`config.mk`:
```
export PLATFORM = sky130hd
export DESIGN_NAME = uartb_tx_sched
export DESIGN_NICKNAME = d
export VERILOG_FILES = /design/src/rtl/uartb_pkg.sv /design/src/rtl/uartb_rr_arb.sv /design/src/rtl/uartb_tx_sched.sv
export SDC_FILE = /design/constraint.sdc
export NUM_CORES = 1
export LEC_CHECK = 0
export CORE_ASPECT_RATIO = 1.5
export CORE_MARGIN = 1.5
export CORE_UTILIZATION = 49
export DETAILED_ROUTE_END_ITERATION = 10
export GPL_ROUTABILITY_DRIVEN = 0
export MAX_ROUTING_LAYER = met4
export PLACE_DENSITY = 0.85
export SKIP_LAST_GASP = 1
export SYNTH_ARGS = -nofsm -noshare
export SYNTH_HDL_FRONTEND = slang
export SYNTH_SLANG_ARGS = --single-unit
```
`constraint.sdc`:
```
create_clock -name clk -period 4.1 [get_ports clk]
set_clock_uncertainty 0.15 [all_clocks]
set_input_delay 1.025 -clock clk [delete_from_list [all_inputs] [get_ports clk]]
set_output_delay 1.025 -clock clk [all_outputs]
set_load 0.05 [all_outputs]
```
`src/rtl/uartb_pkg.sv`:
```
// uartb_pkg: shared types and constants for the UARTB transmit scheduler.
// Arbitration policy is selected by UARTB_SCHED_RR_EN (see uartb_rr_arb).
package uartb_pkg;

  localparam int DIV_W_DEFAULT = 9;
  localparam int MODE_BIT      = 31;

  localparam logic MODE_NORMAL = 1'b0;
  localparam logic MODE_BURST  = 1'b1;

  typedef enum logic [2:0] {
    S_IDLE,
    S_CFG_WAIT,
    S_CFG,
    S_SEND,
    S_HOLD
  } state_t;

  typedef struct packed {
    logic        port;
    logic        burst;
    logic [31:0] data;
  } sel_t;

endpackage

```
`src/rtl/uartb_rr_arb.sv`:
```
// uartb_rr_arb: 2-way arbiter, combinational winner plus last-grant register.
// UARTB_SCHED_RR_EN defined: round-robin; undefined: port 0 fixed priority.
module uartb_rr_arb (
  input  logic clk,
  input  logic rst,
  input  logic req0,
  input  logic req1,
  input  logic take,
  output logic any,
  output logic win,
  output logic last
);

  assign any = req0 | req1;

`ifdef UARTB_SCHED_RR_EN
  assign win = (req0 && req1) ? ~last : req1;
`else
  assign win = ~req0;
`endif

  always_ff @(posedge clk) begin
    if (rst)
      last <= 1'b0;
    else if (take)
      last <= win;
  end

endmodule

```
`src/rtl/uartb_tx_sched.sv`:
```
// uartb_tx_sched: shares the UARTB transmitter between CPU and DMA ports and
// sequences wrbaud/wrtx writes. Arbitration policy: UARTB_SCHED_RR_EN.
module uartb_tx_sched
  import uartb_pkg::*;
#(
  parameter int DIV_W = DIV_W_DEFAULT
) (
  input  logic             clk,
  input  logic             rst,
  input  logic             req0_valid,
  output logic             req0_ready,
  input  logic [31:0]      req0_data,
  input  logic             req0_burst,
  input  logic             req1_valid,
  output logic             req1_ready,
  input  logic [31:0]      req1_data,
  input  logic             req1_burst,
  input  logic [DIV_W-1:0] cfg_divider,
  input  logic             uart_thre,
  input  logic             uart_tend,
  output logic [31:0]      uart_d,
  output logic             uart_wrtx,
  output logic             uart_wrbaud,
  output logic             grant,
  output logic             busy
);

  state_t           state;
  state_t           next;
  sel_t             sel;
  logic             cur_mode;
  logic [DIV_W-1:0] cur_div;
  logic             cfg_pending;

  logic             any;
  logic             win;
  logic             take;
  logic             win_burst;
  logic [31:0]      win_data;
  logic             need_cfg;
  logic [31:0]      cfg_word;
  logic [31:0]      tx_word;

  logic [31:0]      d_nx;
  logic             wrtx_nx;
  logic             wrbaud_nx;
  logic             rdy0_nx;
  logic             rdy1_nx;

  assign take      = (state == S_IDLE) && any;
  assign win_burst = win ? req1_burst : req0_burst;
  assign win_data  = win ? req1_data : req0_data;

  // Compare against cur_div directly so a divider change is seen at once
  assign need_cfg = cfg_pending
                  | (cfg_divider != cur_div)
                  | (win_burst != cur_mode);

  uartb_rr_arb u_arb (
    .clk  (clk),
    .rst  (rst),
    .req0 (req0_valid),
    .req1 (req1_valid),
    .take (take),
    .any  (any),
    .win  (win),
    .last (grant)
  );

  always_comb begin
    cfg_word = '0;
    cfg_word[DIV_W-1:0] = cfg_divider;
    cfg_word[MODE_BIT] = sel.burst;
  end

  assign tx_word = (sel.burst == MODE_BURST)
                 ? sel.data
                 : {24'h0, sel.data[7:0]};

  always_ff @(posedge clk) begin
    if (rst) begin
      state       <= S_IDLE;
      sel         <= '0;
      cur_mode    <= MODE_NORMAL;
      cur_div     <= '0;
      cfg_pending <= 1'b1;
    end else begin
      state <= next;
      if (take)
        sel <= '{port: win, burst: win_burst, data: win_data};
      if (state == S_CFG) begin
        cur_mode    <= sel.burst;
        cur_div     <= cfg_divider;
        cfg_pending <= 1'b0;
      end else if (cfg_divider != cur_div) begin
        cfg_pending <= 1'b1;
      end
    end
  end

  always_comb begin
    next = state;
    unique case (state)
      S_IDLE:
        if (any)
          next = need_cfg ? S_CFG_WAIT : S_SEND;
      S_CFG_WAIT:
        if (uart_tend && uart_thre)
          next = S_CFG;
      S_CFG:
        next = S_SEND;
      S_SEND:
        if (uart_thre)
          next = S_HOLD;
      S_HOLD:
        next = S_IDLE;
      default:
        next = S_IDLE;
    endcase
  end

  always_comb begin
    d_nx      = uart_d;
    wrtx_nx   = 1'b0;
    wrbaud_nx = 1'b0;
    rdy0_nx   = 1'b0;
    rdy1_nx   = 1'b0;
    if (state == S_CFG) begin
      wrbaud_nx = 1'b1;
      d_nx      = cfg_word;
    end
    if ((state == S_SEND) && uart_thre) begin
      wrtx_nx = 1'b1;
      d_nx    = tx_word;
      rdy0_nx = ~sel.port;
      rdy1_nx = sel.port;
    end
  end

  always_ff @(posedge clk) begin
    if (rst) begin
      uart_d      <= '0;
      uart_wrtx   <= 1'b0;
      uart_wrbaud <= 1'b0;
      req0_ready  <= 1'b0;
      req1_ready  <= 1'b0;
      busy        <= 1'b0;
    end else begin
      uart_d      <= d_nx;
      uart_wrtx   <= wrtx_nx;
      uart_wrbaud <= wrbaud_nx;
      req0_ready  <= rdy0_nx;
      req1_ready  <= rdy1_nx;
      busy        <= (next != S_IDLE);
    end
  end

endmodule

```
* Word level (Yosys, flattened, before mapping) *
Index checks and enable logic that the tools add are counted.

operators by class
  equal/unequal tests = 5
  muxes and demuxes = 14
  bitwise logic cells = 6
  reduce and logical (&&, ||, !) cells = 8

operators by type and width
  kind                  count
  $mux W32              4
  $pmux W3 S4           1
  $mux W3               3
  $ne A9 B9 Y1          1
  $eq A3 B2 Y1 const B  2
  $mux W1               5
  $reduce_bool A2 Y1    2
  $eq A3 B1 Y1 const B  1
  $logic_and A1 B1 Y1   3
  $logic_not A3 Y1      1
  $not A1 Y1            3
  $or A1 B1 Y1          3
  $reduce_bool A3 Y1    1
  $mux W2               1
  $reduce_or A2 Y1      1
  $ne A1 B1 Y1          1

word-level totals
  register bits = 85
  bits of input ports = 81
  output and inout port bits = 38
  word-level logic and storage cells = 46

* Logic depth before layout (Yosys ltp) *
  depth after elaboration = 7
  mapped depth = 7
  depth with buffers taken out = 4

* By module *
Synthesis repeated with hierarchy kept, for this count alone.

unflattened totals
  cells, all modules = 361
  area total of the unflattened synthesis = 3452.1 um^2

modules (own cells, without submodules)
  module          times used  cells each  area each (um^2)  sequential area each (um^2)
  uartb_tx_sched  1           356         3405.8            1701.6
  uartb_rr_arb    1           5           46.3              20.0

* Worst setup path after synthesis *
No wires, ideal clock.

  kind = input port to flip-flop
  start = input rst
  end = register uart_d[21]
  setup time = 0.135 ns
  arrival = 1.966 ns
  data required time = 3.815 ns
  path slack = 1.849 ns
  stages = 4
  buffers on the path = 3
  cell sequence = buf_2 clkbuf_1 clkbuf_1 nor2_2

RTL lines
  item                  RTL line               RTL
  from (decl)           uartb_tx_sched.sv:9    input logic rst,
  to (signal assigned)  uartb_tx_sched.sv:149  uart_d <= d_nx;
  to (decl)             uartb_tx_sched.sv:21   output logic [31:0] uart_d,

No word-level cell between the ends.

* Final worst setup path *
  start = register uart_d[15]
  end = output uart_d[15]

No word-level cell between the ends.

==> flow_metrics.env <==
export IMPL_run_status="complete, no violations"
export IMPL_cts_sinks=85
export IMPL_total_of_flip_flops_plus_latches_after_synthesis=85
export IMPL_critical_path_cell_chain="clkdlybuf4s50_1"
export IMPL_dominant_combinational_cell_family_by_area_after_synthesis="compound AO/OA/AOI/OAI gates"
export IMPL_synthesis_area_per_instance_sq_um=10.0
export IMPL_yosys_warnings=0
export IMPL_relSlewSlack_pct=54.6
export IMPL_cts_resized=0
export IMPL_cp_slowest_cell="sky130_fd_sc_hd__clkdlybuf4s50_1"
export IMPL_post_layout_minimum_cycle_time_ps=2730
export IMPL_final_seq_area_sq_mm=0.00170
export IMPL_cp_arrival_ps=1560
export IMPL_prevailing_post_synth_register_cell="sky130_fd_sc_hd__dfxtp_1"
export IMPL_tritoncts="yes"
export IMPL_insertion_delay_ps=360
export IMPL_synth_compound_area_share_pct=21.1
export IMPL_first_global_vias=2945
export IMPL_num_vias=3008
export IMPL_launching_element_of_the_worst_setup_path="uart_d[15]"
export IMPL_grt_overflow_total=0
export IMPL_synthAdderAreaFrac_pct=0
export IMPL_layout_filler_cells=589
export IMPL_critPathCaptureType="output pin"
export IMPL_synth_edf_count=0
export IMPL_max_cap_violations=0
export IMPL_routed_via_density=5.27
export IMPL_core_region_area_sq_mm=0.00723
export IMPL_synthToLayoutAreaGrowth_pct=37.5
export IMPL_grt_first_pass_wirelength_um=13600
export IMPL_synth_nets=443
export IMPL_clock_tree_root_cell="sky130_fd_sc_hd__clkbuf_8"
export IMPL_leakage_power_figure_uw=0.00178
export IMPL_dr_pass1_iters=4
export IMPL_pre_cts_ws_ps=1090
export IMPL_min_period_over_period_pct=66.6
export IMPL_synth_lib_cells_used_distinct=38
export IMPL_rr_startpoint="state[1]"
export IMPL_drt_total_wl_um=8530
export IMPL_vdd_ir_drop_max_mv=0.237
export IMPL_post_cts_repair_timing_setup_buffer_count=0
export IMPL_unrepaired_setup_endpoints_after_global_routing="no"
export IMPL_report_final_hold_viol_count=0
export IMPL_drive_gt1_share_pct=16.3
export IMPL_fin_total_pwr_uw=1850
export IMPL_synth_seq_area_share_pct=46.8
export IMPL_antenna_diode_count=0
export IMPL_initial_utilization_pct=50.3
export IMPL_criticalPathCategory="flop to output pin"
export IMPL_biggest_cell_delay_along_the_critical_path_ps=850
export IMPL_final_max_slew_violation_count=0
export IMPL_antenna_found_initial=0
export IMPL_post_route_worst_setup_slack_ps=1370
export IMPL_num_io_pins=119
export IMPL_multi_input_comb_area_sq_mm=0.00174
export IMPL_critPathBufInv=1
export IMPL_synthArstFlopShare_pct=0
export IMPL_synth_xor_xnor_area_share_pct=2.17
export IMPL_cts_reportedPaths_clkPinSlew_ps=80
export IMPL_detail_route_antenna_nets=0
export IMPL_floorplan_rows=38
export IMPL_cts_hold_repair_buffers=0
export IMPL_pwr_density_cell_mw_per_mm2=370
export IMPL_fmax_mhz=366
export IMPL_family_with_the_most_delay_on_the_worst_path="buffers and inverters"
export IMPL_timing_setup_tns_ps=0
export IMPL_dp_hpwl_um=6080
export IMPL_floorplan_die_height_um=109
export IMPL_groute_usage_overall_pct=22.8
export IMPL_grt_start_max_net_pins=52
export IMPL_crit_path_start_kind="flop"
export IMPL_routedWlPerCell_um=14.9
export IMPL_die_w_um=73.3
export IMPL_floorplan_die_area_sq_mm=0.00796
export IMPL_cts_buffer_depth=2
export IMPL_timing_final_setup_violations=0
export IMPL_dp_cells=555
export IMPL_numCtsBuffers=9
export IMPL_final_std_cells_w_o_fill=571
export IMPL_max_slew_worst_pin_slew_ps=681
export IMPL_worst_hold_path_type="flop to flop"
export IMPL_timing_critical_path_fanout_max=2
export IMPL_nNetsFinal=547
export IMPL_worst_hold_startpoint="cur_div[6]"
export IMPL_detailedRoute_firstIterationViolations=161
export IMPL_detail_route_drc_violations=0
export IMPL_cts_htree_levels=3
export IMPL_worst_endpoint_required_ps=2920
export IMPL_yosys_mux_area_fraction_pct=8.81
export IMPL_netlist_area_sq_mm=0.00364
export IMPL_whs_ps=323
export IMPL_port_buffers=118
export IMPL_post_synth_and_or_nand_nor_area_fraction_pct=15.6
export IMPL_synthCells=362
==> per-stage QoR <==
step           instance area [sq um]  utilization, %
4_1_cts                         5000            69.2
5_1_grt                         5000            69.2
3_3_place_gp                    4790            66.3
2_1_floorplan                   3640               -
3_5_place_dp                    4790            66.3
6_report                        5000            69.2
==> cell usage after synthesis (2+ instances only) <==
library cell | n | area share, %
sky130_fd_sc_hd__a211oi_1 | 23 | 4.7
sky130_fd_sc_hd__a211oi_2 | 10 | 3.4
sky130_fd_sc_hd__a21o_1 | 2 | 0.41
sky130_fd_sc_hd__a21oi_1 | 15 | 2.1
sky130_fd_sc_hd__a22oi_1 | 4 | 0.83
sky130_fd_sc_hd__a22oi_2 | 20 | 6.9
sky130_fd_sc_hd__a31oi_1 | 8 | 1.4
sky130_fd_sc_hd__buf_12 | 2 | 1.1
sky130_fd_sc_hd__buf_2 | 13 | 1.8
sky130_fd_sc_hd__buf_4 | 4 | 0.83
sky130_fd_sc_hd__buf_6 | 3 | 0.93
sky130_fd_sc_hd__clkbuf_1 | 8 | 0.83
sky130_fd_sc_hd__dfxtp_1 | 85 | 47
sky130_fd_sc_hd__mux2i_1 | 32 | 8.8
sky130_fd_sc_hd__nand2_1 | 38 | 3.9
sky130_fd_sc_hd__nand4_1 | 2 | 0.34
sky130_fd_sc_hd__nor2_1 | 38 | 3.9
sky130_fd_sc_hd__nor2_2 | 21 | 3.6
sky130_fd_sc_hd__nor2b_1 | 4 | 0.69
sky130_fd_sc_hd__nor3b_1 | 3 | 0.62
sky130_fd_sc_hd__o211ai_1 | 2 | 0.41
sky130_fd_sc_hd__o21ai_0 | 2 | 0.28
sky130_fd_sc_hd__xnor2_1 | 8 | 1.9
==> layout make-up <==
| type | instances | area share (%) |
|---|---|---|
| Sequential cell | 85 | 34.0 |
| Clock buffer | 12 | 2.70 |
| Inverter | 1 | 0.0751 |
| Multi-Input combinational cell | 246 | 34.8 |
| Tap cell | 100 | 2.50 |
| Clock inverter | 4 | 1.45 |
| Timing Repair Buffer | 123 | 24.5 |
==> kinds of logic (layout without fill, tap and decap cells) <==
| family | Yosys count | after routing |
|---|---|---|
| AO/OA/AOI/OAI | 89 | 89 |
| XOR/XNOR | 9 | 9 |
| buffers and inverters | 31 | 140 |
| flip-flops | 85 | 85 |
| multiplexers | 32 | 32 |
| AND/OR/NAND/NOR | 116 | 116 |
==> per-layer routing <==
layer	share of wire, %	wire (um)	GRT usage (%)	vias to the layer above
li1	-	-	-	1491
met5	0	0	-	-
met1	39	3370	24.9	1424
met4	2.7	230	10.7	0
met2	54	4630	39.8	74
met3	3.5	298	3.36	19
==> layout by cell type (no fill, tap or decap), types with 2 or more instances in the layout <==
master,count
sky130_fd_sc_hd__nand2_1,38
sky130_fd_sc_hd__nor3b_1,3
sky130_fd_sc_hd__a22oi_2,20
sky130_fd_sc_hd__clkbuf_1,3
sky130_fd_sc_hd__a211oi_2,10
sky130_fd_sc_hd__clkbuf_8,9
sky130_fd_sc_hd__nand4_1,2
sky130_fd_sc_hd__xnor2_1,8
sky130_fd_sc_hd__o21ai_0,2
sky130_fd_sc_hd__nor2_1,38
sky130_fd_sc_hd__a211oi_1,23
sky130_fd_sc_hd__o211ai_1,2
sky130_fd_sc_hd__a31oi_1,8
sky130_fd_sc_hd__dfxtp_1,85
sky130_fd_sc_hd__a21o_1,2
sky130_fd_sc_hd__clkdlybuf4s50_1,116
sky130_fd_sc_hd__nor2b_1,4
sky130_fd_sc_hd__buf_4,5
sky130_fd_sc_hd__bufinv_16,2
sky130_fd_sc_hd__nor2_2,20
sky130_fd_sc_hd__mux2i_1,32
sky130_fd_sc_hd__a21oi_1,15
sky130_fd_sc_hd__a22oi_1,4
==> flip-flops by register name, summed over array words and instances (netlist names) <==
register	count
busy	1
cfg_pending	1
cfg_word	1
cur_div	9
cur_mode	1
req0_ready	1
req1_ready	1
sel	32
state	3
u_arb.last	1
uart_d	32
uart_wrbaud	1
uart_wrtx	1
==> where the power goes <==
| part | switching, uW | total [uW] | internal (uW) |
|---|---|---|---|
| logic | 152 | 305 | 153 |
| clock network | 288 | 631 | 343 |
| registers | 36.4 | 914 | 878 |
==> final timing paths <==
path,endpoint,slack (ps),depth (start not counted)
min reg2reg,cur_div[6],320,2
max reg2reg,sel[26],2000,5
min,cur_div[6],320,2
max,uart_d[15],1370,1
Power figures use the tool's default switching activity.
==> variant, RTL diff (config.mk and constraints unchanged) <==
Encoding of `state_t`: now one-hot (5 bits for 5 states).
--- a/src/rtl/uartb_pkg.sv
+++ b/src/rtl/uartb_pkg.sv
@@ -10,8 +10,8 @@
 
-  typedef enum logic [2:0] {
-    S_IDLE,
-    S_CFG_WAIT,
-    S_CFG,
-    S_SEND,
-    S_HOLD
+  typedef enum logic [4:0] {
+    S_IDLE     = 5'b00001,
+    S_CFG_WAIT = 5'b00010,
+    S_CFG      = 5'b00100,
+    S_SEND     = 5'b01000,
+    S_HOLD     = 5'b10000
   } state_t;
Check against the original RTL: same outputs for any inputs over 10 cycles, from zero or initial values and one cycle with rst high; not proved beyond that.
==> variant against the unedited design <==
Register-to-register slack lost 0.30 ns. Sequential cell count increased by 2. Cell area increased by 1.9%. Worst setup slack got worse by 0.015 ns. Global-route usage rose by 0.39 points. Sequential share of layout area increased by 0.17 points. Die area increased by 2.3%. Synthesized area grew 2.4%. Via count is 4.9% higher. Wire length up 2.9%. Cell count increased by 3.5%. Critical path type unchanged.
Power is not compared: it rests on default switching activity, and its combinational part moved more than twofold at a synthesized area within 25%.
==> variant: results (changes against the unedited design) <==
outcome finished clean; worst-path fanout max 4 (+2); share of layout cells above drive strength 1 12.02% (-4.3 points); Rel. slew slack 43.79% (-11 points); Detailed Place HPWL 6.214 mm (+2.2%); GR Util All Layers 23.15% (+0.39 points); H-tree depth 3 (unchanged); Peak VDD IR 0.0002831 V; Detailed Route WL 8.780 mm (+2.9%); synthesized net count 464 (+4.7%); Area contributors post-synth dfxtp_1 47%, mux2i_1 8.6%, nor2_1 7.3%; share of flip-flops with an asynchronous set or reset 0% (unchanged); initial antenna violation count 0 (unchanged); largest net degree at the start of global routing 48 (-7.7%); HP Class flip-flop to flip-flop; most instantiated cells after synthesis 87 x dfxtp_1, 72 x nor2_1, 32 x mux2i_1, 31 x nand2_1, 22 x a211oi_1; clock-pin slew on the worst setup and hold paths 0.08 ns (about the same); Synth warnings 0 (unchanged); CP delay by family, top buffers and inverters; post-cts sizing count 0 (unchanged); Leakage 0.001883 uW; sequential element share of the synthesized area 46.76% (about the same); maximum root-to-sink buffer count 2 (unchanged); Worst-Skew Late Latency 0.34 ns (-0.02 ns); CP peak stage delay 0.83 ns (-0.02 ns); nets 567 (+3.7%); DRT iter0 DRCs 145 (-9.9%); vias in the first global route 3033 (+3.0%); Detailed Routing Iterations Pass 1 4 (unchanged); Post-CTS Setup Inserts 0 (unchanged); clock root cell clkbuf_8; Yosys cell types 40 (+5.3%); Avg WL per Cell 14.86 microns (-0.56%); # diodes 0 (unchanged); Area after DPL 4883 sq um (+1.9%); Cells after Synth 383 (+5.8%); slowest CP cell clkdlybuf4s50_1; Fin Setup TNS 0 ns (unchanged); TritonCTS Buffers 9 (unchanged); biggest regs sel: 32 flops, uart_d: 32 flops, cur_div: 9 flops; critical path arrival 1.57 ns; Vias per Instance 5.338 (+1.3%); first-pass GRT wire length 14.07 mm (+3.3%); pre-CTS setup slack 1.006 ns (-0.08367 ns); IO Port Bufs 118 (unchanged); dpl cells 575 (+3.6%)
==> variant: cell types whose count changed after synthesis, sizes merged, moves of 4 or more <==
cell and change:
nor2 +15, a311oi +8, a31oi -8, nand2 -7, xor2 +7, xnor2 -6, o21ai +5, clkbuf +4
==> variant: final cells by class <==
cell class	instances	area (sq um)
fill	627	2230
multi-input combinational	260	1773
sequential	87	1742
timing repair buffer	124	1229
clock buffer	13	168.9
tap	100	125.1
clock inverter	3	40.04
inverter	4	15.01
==> variant: cells by family (layout without fill, tap and decap cells) <==
family / after synthesis / count (layout) / share of synthesized area [%]
and+or+nand+nor: 126 / 126 / 14.98
xor gates and xnor gates: 10 / 10 / 2.352
AOI/OAI and AO/OA: 92 / 92 / 21.67
buffers and inverters: 36 / 144 / 5.643
DFF: 87 / 87 / 46.76
muxes: 32 / 32 / 8.599
==> variant: path summary, 6_finish.rpt <==
check	start	end	slack [ns]	cells after the start
worst max register to register	state[0]	uart_d[31]	1.70	6
worst max-delay path	u_arb.last	grant	1.35	1
worst min register to register	cur_div[1]	cur_div[1]	0.32	2
worst min-delay path	cur_div[1]	cur_div[1]	0.32	2
==> variant: worst register-to-register path: stages, from the launching register on <==
cell and delay (ns):
dfxtp_1 0.40, nor2_1 0.16, nand3_1 0.61, and2_1 0.38, buf_4 0.25, a22oi_1 0.25
nor2_1 0.06
==> variant: power breakdown <==
group / leakage, uW / internal (uW) / switching [uW]
registers: 0.000710 / 988 / 110
logic: 0.00106 / 277 / 346
clock network: 0.000109 / 330 / 280
total: 0.00188 / 1600 / 736
==> variant: routing by layer <==
layer | global-route usage, % | part of all wire (%) | vias up
li1 | - | - | 1555
met1 | 25.24 | 40 | 1493
met2 | 40.31 | 54 | 95
met3 | 5.316 | 4.3 | 12
met4 | 8.466 | 1.7 | 0
met5 | - | 0 | -
